==> src/rtl/lea_pkg.sv <==
// Shared definitions for the LEA serial add/sub datapath.
package lea_pkg;

    localparam int unsigned LEA_WORD_W = 32;

    localparam logic MODE_ADD = 1'b0;
    localparam logic MODE_SUB = 1'b1;

    typedef enum logic [1:0] {
        ST_IDLE = 2'd0,
        ST_CALC = 2'd1,
        ST_HOLD = 2'd2
    } lea_state_t;

endpackage

==> src/rtl/lea_chunk_addsub.sv <==
// One CHUNK-bit slice of a lane: add, or subtract via inverted B with carry-in.
module lea_chunk_addsub
    import lea_pkg::*;
#(
    parameter int unsigned CHUNK = 8
) (
    input  logic [CHUNK-1:0] a,
    input  logic [CHUNK-1:0] b,
    input  logic             mode,
    input  logic             cin,
    output logic [CHUNK-1:0] s,
    output logic             cout
);

    logic [CHUNK-1:0] b_eff;

    assign b_eff = (mode == MODE_ADD) ? b : ~b;
    assign {cout, s} = (CHUNK+1)'(a) + (CHUNK+1)'(b_eff) + (CHUNK+1)'(cin);

endmodule

==> src/rtl/lea_serial_addsub.sv <==
// Multi-lane modular adder/subtractor working CHUNK bits per cycle, LSB first,
// with a registered carry/borrow chaining the slices of each lane.
module lea_serial_addsub
    import lea_pkg::*;
#(
    parameter int unsigned WIDTH = LEA_WORD_W,
    parameter int unsigned CHUNK = 8,
    parameter int unsigned LANES = 4
) (
    input  logic                   clk,
    input  logic                   rst_n,
    input  logic                   In_Valid,
    output logic                   In_Ready,
    input  logic                   Mode,
    input  logic [LANES*WIDTH-1:0] A,
    input  logic [LANES*WIDTH-1:0] B,
    output logic                   Out_Valid,
    input  logic                   Out_Ready,
    output logic [LANES*WIDTH-1:0] Result,
    output logic [LANES-1:0]       Carry,
    output logic                   Busy
);

    localparam int unsigned CHUNK_NZ = (CHUNK == 0) ? 1 : CHUNK;
    localparam int unsigned NCHUNK   = WIDTH / CHUNK_NZ;
    localparam int unsigned CNT_W    = $clog2(NCHUNK) + 1;
    localparam int unsigned IDX_W    = $clog2(WIDTH) + 1;

    if (CHUNK == 0 || (WIDTH % CHUNK_NZ) != 0) begin : g_bad_cfg
        $error("lea_serial_addsub: WIDTH must be a nonzero multiple of CHUNK");
    end

    lea_state_t                   state;
    logic [CNT_W-1:0]             cnt;
    logic                         mode_q;
    logic [LANES-1:0][WIDTH-1:0]  a_q;
    logic [LANES-1:0][WIDTH-1:0]  b_q;
    logic [LANES-1:0][WIDTH-1:0]  res_w;
    logic [LANES-1:0][WIDTH-1:0]  res_nxt;
    logic [LANES-1:0]             c_q;
    logic [LANES-1:0]             cout_v;
    logic [LANES-1:0][CHUNK-1:0]  s_v;
    logic [IDX_W-1:0]             base;

    assign base = IDX_W'(cnt) * IDX_W'(CHUNK);

    // One slice adder per lane; lanes never share a carry.
    for (genvar l = 0; l < LANES; l++) begin : g_lane
        lea_chunk_addsub #(.CHUNK(CHUNK)) u_slice (
            .a    (a_q[l][base +: CHUNK]),
            .b    (b_q[l][base +: CHUNK]),
            .mode (mode_q),
            .cin  (c_q[l]),
            .s    (s_v[l]),
            .cout (cout_v[l])
        );
    end

    // Working result with the current slice merged in.
    always_comb begin
        res_nxt = res_w;
        for (int l = 0; l < LANES; l++) begin
            res_nxt[l][base +: CHUNK] = s_v[l];
        end
    end

    // Control FSM; Result/Carry only load on the final slice.
    always_ff @(posedge clk or negedge rst_n) begin
        if (!rst_n) begin
            state     <= ST_IDLE;
            In_Ready  <= 1'b1;
            Out_Valid <= 1'b0;
            Busy      <= 1'b0;
            Result    <= '0;
            Carry     <= '0;
            cnt       <= '0;
            mode_q    <= MODE_ADD;
            a_q       <= '0;
            b_q       <= '0;
            c_q       <= '0;
            res_w     <= '0;
        end else begin
            case (state)
                ST_IDLE: begin
                    if (In_Valid && In_Ready) begin
                        a_q      <= A;
                        b_q      <= B;
                        mode_q   <= Mode;
                        c_q      <= {LANES{Mode}};
                        cnt      <= '0;
                        In_Ready <= 1'b0;
                        Busy     <= 1'b1;
                        state    <= ST_CALC;
                    end
                end
                ST_CALC: begin
                    res_w <= res_nxt;
                    c_q   <= cout_v;
                    cnt   <= cnt + CNT_W'(1);
                    if (cnt == CNT_W'(NCHUNK - 1)) begin
                        Result    <= res_nxt;
                        Carry     <= (mode_q == MODE_SUB) ? ~cout_v : cout_v;
                        Out_Valid <= 1'b1;
                        state     <= ST_HOLD;
                    end
                end
                ST_HOLD: begin
                    if (Out_Ready) begin
                        Out_Valid <= 1'b0;
                        In_Ready  <= 1'b1;
                        Busy      <= 1'b0;
                        state     <= ST_IDLE;
                    end
                end
                default: begin
                    Out_Valid <= 1'b0;
                    In_Ready  <= 1'b1;
                    Busy      <= 1'b0;
                    state     <= ST_IDLE;
                end
            endcase
        end
    end

endmodule

==> config.mk <==
export PLATFORM = sky130hd
export DESIGN_NAME = lea_serial_addsub
export DESIGN_NICKNAME = d
export VERILOG_FILES = /design/src/rtl/lea_pkg.sv /design/src/rtl/lea_chunk_addsub.sv /design/src/rtl/lea_serial_addsub.sv
export SDC_FILE = /design/constraint.sdc
export NUM_CORES = 1
export LEC_CHECK = 0
export CORE_MARGIN = 5
export CORE_UTILIZATION = 50
export CTS_BUF_LIST = sky130_fd_sc_hd__clkbuf_4 sky130_fd_sc_hd__clkbuf_8
export DETAILED_ROUTE_END_ITERATION = 7
export PLACE_DENSITY_LB_ADDON = 0.08
export SETUP_SLACK_MARGIN = 0.2
export SYNTH_ARGS = -nofsm -noshare
export SYNTH_HDL_FRONTEND = slang
export SYNTH_SLANG_ARGS = --single-unit
==> constraint.sdc <==
create_clock -name clk -period 10 [get_ports clk]
set_clock_uncertainty 0.2 [all_clocks]
set_input_delay 1 -clock clk [delete_from_list [all_inputs] [get_ports clk]]
set_output_delay 1 -clock clk [all_outputs]
set_load 0.1 [all_outputs]
==> qor.yml, run 1 <==
outcome: "completed"
synthTopCellsByCount: "1035 x nand2_1, 528 x dfrtp_1, 215 x o21ai_0"
cp-end-kind: "flip-flop"
ant_nets: 0
reg2reg_from: "cnt[0]"
startpoint_type: "flip-flop"
yosysTopAreaCell: "dfrtp_1"
synth-seq-cells: 529
grt_max_degree: 260
synth_nets: 2907
crit_type: "flip-flop to flip-flop"
final_nets: 3245
syn_area_sq_um: 24500
cp.required_ns: 10.31
yosys.area_share.xor_xnor: 0.0193
insertion_delay_ns: 0.67
dieArea_sq_um: 53500
worstPathCellList: "buf_4 -> mux4_2 -> nand2_1 -> fa_1 -> inv_1 -> fa_1 -> a211oi_1 -> o21bai_1 -> a21oi_1 -> xor2_1 -> o21ai_0"
hold_class: "primary input to asynchronous set/reset pin"
grt_use_total: 0.272
synthArstFlopShare: 1.00
dr.first_iter.drc_count: 1852
synth.most_common_cell: "nand2_1"
synth_area_per_cell_sq_um: 9.40
hold-worst-slack_ns: 0.0875
synth_cell_types: 60
synth_adder_area_share: 0.0229
setup_tns_ns: 0
max_freq_mhz: 197
cp_common_cell: "fa_1"
dieWidth_microns: 231
slowest_stage: "buf_4"
overflow: 0
drv_cap: 0
ff_latch_area_sq_um: 13200
tightest_slew_ns: 1.16
multi_input_area_sq_um: 10500
start_util: 0.503
synthMuxAreaShare: 0.0716
dp_hpwl_microns: 51000
synth_top_family_by_area: "simple AND/OR/NAND/NOR gates"
cpPeakStageDelay_ns: 0.80
areaGrowthSynthToFinish_pct: 24.9
fill_cells: 4142
r2r_slack_ns: 4.92
hold_viol_final: 0
cts_buffer_depth: 3
post-route-drc-count: 0
final_util: 0.628
rr_endpoint: "Result[30]"
cts_sinks: 529
antenna_found_initial: 4
synth_top_cell_area_share: 0.539
relSlewSlack: 0.227
firstDrtPassIters: 5
grt_pass1_wl_microns: 113000
period_needed_ns: 5.08
critPathLaunch: "cnt[0]"
grt_pass1_vias: 19686
syn_inst: 2606
cts_root_buffer: "clkbuf_8"
die_h_microns: 231
h-tree-depth: 3
synth_warnings: 0
synthSimpleGateAreaFrac: 0.211
vias: 19645
fin_area_sq_um: 30600
post_cts_buffers: 0
crit_fanout: 45
viasPerCell: 5.34
cts-hold-fix-buffers: 0
fp-row-count: 81
placed_area_sq_um: 28700
numCtsBuffers: 87
rsz0062_at_grt: "no"
drv_slew: 0
worstPathArrival_ns: 5.40
clk_pin_slew_ns: 0.06
cts_resized: 0
synth_edf_count: 0
gp_congestion: 0.900
synthTopCellsByArea: "dfrtp_1 54%, nand2_1 16%, mux4_2 5.8%, o21ai_0 4.4%, a21oi_1 2.0%"
core_area_sq_um: 48700
reg2reg_depth: 11
routedWlPerCell_microns: 19.9
portBuffers: 395
drive_gt1_frac: 0.0926
synthFlopType: "dfrtp_1"
synth_compound_gate_area_share: 0.102
seq_area_frac_synth: 0.540
pin_count: 396
fin_crit_sh: 0.508
crit_path_end: "Result[30]"
finalSetupViolations: 0
cts_tree: "built"
wirelength_microns: 73300
==> cells by family (layout without fill, tap and decap cells) <==
| kind of cell | Yosys count | after routing |
|---|---|---|
| fa+ha+maj | 40 | 40 |
| xor+xnor | 54 | 54 |
| flops | 529 | 529 |
| buf+inv | 185 | 591 |
| simple gates | 1276 | 1276 |
| mux | 95 | 95 |
| compound gates | 427 | 427 |
| other cells | 0 | 1 |
==> how the worst min path moves through the flow <==
stage                   from         end  cells past startpoint
finish                 rst_n  Result[75]                      1
global route           rst_n  Result[75]                      1
CTS                    rst_n  Result[75]                      1
detailed placement  b_q[118]    b_q[118]                      2
global placement    a_q[118]    a_q[118]                      2
floorplan            a_q[97]     a_q[97]                      2
==> worst max-delay path: cells and delay by family, from the launching register on <==
kind / cells / cell delay (ns)
adders and majority gates: 2 / 0.70
buffers and inverters: 2 / 0.86
AOI/OAI and AO/OA: 4 / 0.94
xor gates and xnor gates: 1 / 0.63
muxes: 1 / 0.61
and+or+nand+nor: 1 / 0.12
DFF: 1 / 0.77
==> layer usage <==
layer	vias to the layer above	wire length [microns]	track usage
li1	9314	-	-
met1	9618	30800	0.372
met2	603	35500	0.442
met3	104	4950	0.0543
met4	6	2100	0.0916
met5	-	47	0
==> final cells by class <==
| class | count | share of cell area |
|---|---|---|
| diodes | 1 | 0.0000818 |
| clock buffers | 142 | 0.0565 |
| clock inverters | 15 | 0.00437 |
| inverters | 19 | 0.00233 |
| multi-input cells | 1892 | 0.342 |
| flip-flops and latches | 529 | 0.433 |
| well taps | 664 | 0.0271 |
| repair buffers | 415 | 0.135 |
==> through the flow <==
step	setup WS (ns)	cells
after detailed placement	4.86	3519
after floorplan	6.29	2606
final	4.92	3677
after global routing	4.50	3677
after global placement	5.00	3519
after CTS	4.82	3676
==> layout by cell type (no fill, tap or decap), types with 3 or more instances in the layout <==
| cell type | Yosys | final |
|---|---|---|
| fa_1 | 8 | 8 |
| clkbuf_4 | 0 | 36 |
| clkbuf_8 | 0 | 106 |
| mux4_2 | 63 | 63 |
| and3_1 | 33 | 33 |
| clkinv_2 | 0 | 10 |
| nor2b_1 | 6 | 6 |
| mux2_2 | 11 | 11 |
| nand2b_1 | 17 | 17 |
| or2_2 | 3 | 3 |
| o41ai_4 | 3 | 3 |
| nor3_1 | 9 | 9 |
| o21ai_0 | 215 | 215 |
| a211o_1 | 7 | 7 |
| o21a_1 | 3 | 3 |
| a21o_1 | 7 | 7 |
| a31oi_1 | 9 | 9 |
| a21oi_1 | 96 | 96 |
| o211ai_1 | 10 | 10 |
| xnor2_1 | 44 | 44 |
| nand3_1 | 35 | 35 |
| clkdlybuf4s50_1 | 0 | 394 |
| dfrtp_1 | 528 | 526 |
| inv_1 | 18 | 17 |
| o31ai_1 | 13 | 13 |
| ha_1 | 32 | 32 |
| nor2_1 | 88 | 88 |
| xor2_1 | 10 | 10 |
| o21bai_1 | 3 | 3 |
| buf_4 | 6 | 18 |
| nand2_1 | 1035 | 1033 |
| mux2i_1 | 20 | 20 |
| and2_1 | 28 | 28 |
| o21ai_1 | 12 | 12 |
| a22oi_1 | 32 | 32 |
| a211oi_1 | 6 | 6 |
| and2_0 | 3 | 3 |
| or3_1 | 4 | 3 |
==> registers in the layout, summed over array words and instances, names as in the netlist <==
name / count
Busy: 1
Carry: 4
cnt: 3
Out_Valid: 1
b_q: 128
Result: 128
res_w: 128
c_q: 4
mode_q: 1
In_Ready: 1
a_q: 128
state: 2
Power of run 1 is left out: the tool's default activity adds up to more than one toggle a clock period on the data nets, which glitch-free logic cannot reach.
==> run 2: changes to the inputs <==
Clock period 10 ns to 4.8 ns, I/O delays scaled along.
==> qor.yml, run 2 (synthesis results as in run 1) <==
portBuffers: 395  # unchanged
cts_tree: "built"
hold_viol_final: 0  # unchanged
post-route-drc-count: 0  # unchanged
rsz0062_at_grt: "no"
hold-worst-slack_ns: 0.143  # +0.0560 ns
post_cts_buffers: 0  # unchanged
areaGrowthSynthToFinish_pct: 26.3
cp-end-kind: "flip-flop"
grt_pass1_vias: 20051  # +1.9%
holdCritStartpoint: "A[87]"
cts_root_buffer: "clkbuf_8"
final_common_cell: "nand2_1"
cp.required_ns: 5.10  # -5.21 ns
numCtsBuffers: 89  # +2.3%
reg2reg_from: "cnt[0]"
most-common-layout-cells: "1033 x nand2_1, 526 x dfrtp_1, 394 x clkdlybuf4s50_1, 215 x o21ai_0, 113 x clkbuf_8"
antenna_found_initial: 4  # unchanged
overflow: 0  # unchanged
start_util: 0.503  # unchanged
relSlewSlack: 0.236  # +0.00817
reg2reg_depth: 11  # unchanged
r2r_slack_ns: 0.63  # -4.29 ns
cp_common_cell: "fa_1"
finalSetupViolations: 0  # unchanged
rr_endpoint: "res_w[54]"
core_area_sq_um: 48700  # unchanged
cts_buffer_depth: 3  # unchanged
viasPerCell: 5.33  # -0.21%
hold_depth: 3
die_h_microns: 231  # unchanged
dp.cells: 3547  # +0.80%
pin_count: 396  # unchanged
ant_nets: 0  # unchanged
layoutNonFillerInstCount: 3708  # +0.84%
setup_tns_ns: 0  # unchanged
cpPeakStageDelay_ns: 0.79  # about the same
fin_crit_sh: 0.869  # +0.361
drv_cap: 0  # unchanged
firstDrtPassIters: 5  # unchanged
final_nets: 3276  # +0.96%
crit_fanout: 26  # -42%
grt_use_total: 0.272  # about the same
insertion_delay_ns: 0.66  # about the same
worstPathArrival_ns: 4.48  # -0.92 ns
dp_hpwl_microns: 52400  # +2.7%
holdPathEnd: "a_q[87]"
drv_slew: 0  # unchanged
fin_ws_ns: 0.628  # -4.29 ns
crit_type: "flip-flop to flip-flop"
dr.first_iter.drc_count: 1684  # -9.1%
h-tree-depth: 3  # unchanged
dieArea_sq_um: 53500  # unchanged
startpoint_type: "flip-flop"
vias: 19770  # +0.64%
fp-row-count: 81  # unchanged
grt_pass1_wl_microns: 114000  # +0.66%
slowest_stage: "dfrtp_4"
cts_sinks: 529  # unchanged
worstPathCellList: "mux4_2 -> nand2_1 -> xnor2_1 -> fa_1 -> inv_1 -> fa_1 -> a211oi_1 -> o21bai_1 -> a21oi_1 -> xor2_1 -> o21ai_0"
drive_gt1_frac: 0.101  # +0.00862
wirelength_microns: 73200  # -0.19%
hold_class: "primary input to flip-flop"
gp_congestion: 0.887  # -1.5%
clk_pin_slew_ns: 0.06  # about the same
tightest_slew_ns: 1.14  # -0.0122 ns
max_freq_mhz: 240  # +22%
fill_cells: 4202  # +1.4%
dieWidth_microns: 231  # unchanged
grt_max_degree: 136  # -48%
routedWlPerCell_microns: 19.7  # -1.0%
dp_slack_ns: 0.620  # -4.24 ns
outcome: "completed"
period_needed_ns: 4.17  # -0.912 ns
## run 2: cell types whose count changed in the layout (fill, tap and decap cells not counted), moves of 2 or more
cell	delta
buf_12	+4
buf_4	+24
clkbuf_4	-3
clkbuf_8	+7
clkinvlp_4	-2
## run 2: worst max path at each step
| stage | start | to | slack [ns] | depth (start not counted) |
|---|---|---|---|---|
| 3_3_place_gp | cnt[0] | res_w[62] | 0.73 | 11 |
| 3_5_place_dp | cnt[0] | res_w[54] | 0.62 | 11 |
| 5_1_grt | cnt[0] | res_w[62] | 0.29 | 11 |
| 2_1_floorplan | cnt[0] | Result[30] | 1.09 | 13 |
| 4_1_cts | cnt[0] | res_w[54] | 0.60 | 11 |
| 6_report | cnt[0] | res_w[54] | 0.63 | 11 |
## run 2: critical path: cells and delay by family, from the launching register on
family / cells / cell delay (ns)
flops: 1 / 0.79
xor+xnor: 2 / 0.70
mux: 1 / 0.58
compound gates: 4 / 0.79
fa+ha+maj: 2 / 0.76
simple gates: 1 / 0.10
buf+inv: 1 / 0.07
## run 2: final cells by class
cell class              count  area, sq um  share of cell area
diodes                      2         5.00            0.000162
flip-flops and latches    529        13200               0.428
clock inverters            12          116             0.00376
inverters                  19         71.3             0.00231
clock buffers             146         1800              0.0583
repair buffers            444         4400               0.142
multi-input cells        1892        10500               0.338
well taps                 664          831              0.0269
## run 2: what timing repair did
item / 4_1_cts / 5_1_grt
hold buffers: 1 / 0
resized for setup: 0 / 0
hold endpoints to repair: 93 / 0
## run 2: stage by stage
step	util	instance area, sq um
after floorplan	-	24500
final	0.635	30900
after global routing	0.635	30900
after detailed placement	0.595	29000
after global placement	0.595	29000
after CTS	0.635	30900
## run 2: routing by layer
| layer | vias up | global-route usage | wire, microns |
|---|---|---|---|
| met4 | 4 | 0.111 | 2860 |
| met3 | 142 | 0.0604 | 5100 |
| li1 | 9379 | - | - |
| met2 | 618 | 0.438 | 35100 |
| met1 | 9627 | 0.362 | 30100 |
| met5 | - | 0 | 27 |
Power of run 2 is left out for the same reason.
==> run 3: changes to the inputs <==
Settings changed: CORE_MARGIN 5 to default.
==> qor.yml, run 3 (synthesis results as in run 1) <==
finalSetupViolations: 0  # unchanged
viasPerCell: 5.47  # +2.5%
fin_crit_sh: 0.868  # -0.00111
top_layer: "met5"
route.met2.wl_microns: 34400  # -2.0%
die_h_microns: 223  # -3.5%
grt_pass1_wl_microns: 113000  # -1.0%
cts_sinks: 529  # unchanged
insertion_delay_ns: 0.67  # about the same
cts_root_buffer: "clkbuf_8"
crit_type: "flip-flop to flip-flop"
period_needed_ns: 4.17  # -0.00535 ns
dieWidth_microns: 223  # -3.5%
ant_nets: 0  # unchanged
fp-row-count: 80  # -1.2%
hold_depth: 3  # unchanged
routedWlPerCell_microns: 19.8  # +0.42%
cp-end-kind: "flip-flop"
holdPathEnd: "a_q[38]"
met1Wirelength_microns: 30700  # +1.8%
cts_buffer_depth: 3  # unchanged
r2r_slack_ns: 0.63  # about the same
start_util: 0.510  # +0.00734
reg2reg_from: "cnt[0]"
routed-wl-met3_microns: 4870  # -4.5%
drv_cap: 0  # unchanged
max_freq_mhz: 240  # +0.13%
grt_max_degree: 151  # +11%
final_common_cell: "nand2_1"
startpoint_type: "flip-flop"
post-route-drc-count: 0  # unchanged
hold_viol_final: 0  # unchanged
holdCritStartpoint: "A[38]"
rr_endpoint: "res_w[94]"
final_nets: 3275  # -0.031%
firstDrtPassIters: 6  # +1
reg2reg_depth: 10  # -1
critPathLaunch: "cnt[0]"
cp.required_ns: 5.12  # +0.02 ns
outcome: "completed"
gp_congestion: 0.928  # +4.7%
pin_count: 396  # unchanged
areaGrowthSynthToFinish_pct: 25.6
post_cts_buffers: 0  # unchanged
most-common-layout-cells: "1032 x nand2_1, 526 x dfrtp_1, 394 x clkdlybuf4s50_1, 215 x o21ai_0, 113 x clkbuf_8"
dieArea_sq_um: 49900  # -6.8%
antenna_found_initial: 6  # +2
final_util: 0.640  # +0.00576
vias: 19921  # +0.76%
drv_slew: 0  # unchanged
portBuffers: 395  # unchanged
drive_gt1_frac: 0.0981  # -0.00320
h-tree-depth: 3  # unchanged
cts_tree: "built"
worstPathArrival_ns: 4.49  # about the same
crit_fanout: 22  # -15%
grt_use_total: 0.295  # +0.0223
dr.first_iter.drc_count: 1754  # +4.2%
clk_pin_slew_ns: 0.07  # about the same
n_antenna_cell: 0  # -2
numCtsBuffers: 88  # -1.1%
relSlewSlack: 0.258  # +0.0222
tightest_slew_ns: 1.11  # -0.0332 ns
setup_tns_ns: 0  # unchanged
overflow: 0  # unchanged
dp_hpwl_microns: 50800  # -3.1%
rsz0062_at_grt: "no"
hold_class: "primary input to flip-flop"
grt_pass1_vias: 20050  # -0.0050%
wirelength_microns: 72200  # -1.3%
core_area_sq_um: 48000  # -1.4%
run 3: area by class of cell:
class	count	area, sq um
flip-flops and latches	529	13200
clock inverters	6	61.3
fillers	4018	17300
well taps	615	769
inverters	19	71.3
repair buffers	444	4400
multi-input cells	1892	10500
clock buffers	139	1750
run 3: worst max path at each step:
| stage | endpoint | slack, ns | depth (start not counted) |
|---|---|---|---|
| after floorplan | Result[30] | 1.09 | 13 |
| after global placement | Result[94] | 0.75 | 10 |
| after detailed placement | Result[86] | 0.66 | 10 |
| after CTS | res_w[94] | 0.62 | 10 |
| after global routing | res_w[14] | 0.38 | 9 |
| final | res_w[94] | 0.63 | 10 |
run 3: metrics by stage:
stage / worst slack (ns) / std cells / hold slack [ns] / area (sq um)
final: 0.634 / 3644 / 0.135 / 30800
after global routing: 0.379 / 3644 / 0.113 / 30800
after floorplan: 1.09 / 2606 / -0.0156 / 24500
after global placement: 0.754 / 3498 / 0.253 / 28900
after CTS: 0.622 / 3644 / 0.0912 / 30800
after detailed placement: 0.663 / 3498 / 0.259 / 28900
run 3: repair_timing:
item,CTS,global route
resized for setup,0,0
hold endpoints to repair,78,0
hold buffers,1,0
run 3: metal layers:
layer,up-vias,global-route usage
met4,10,0.101
met3,135,0.0641
li1,9369,-
met2,670,0.472
met1,9737,0.398
met5,-,0
run 3: critical path: stages (launching register included):
cell      delay (ns)
dfrtp_4         0.64
buf_4           0.46
mux4_2          0.55
nand2_1         0.09
xnor2_1         0.13
fa_1            0.45
a211oi_1        0.32
o21bai_1        0.13
a21oi_1         0.19
xor2_1          0.61
o21ai_0         0.20
Power of run 3 is left out for the same reason.
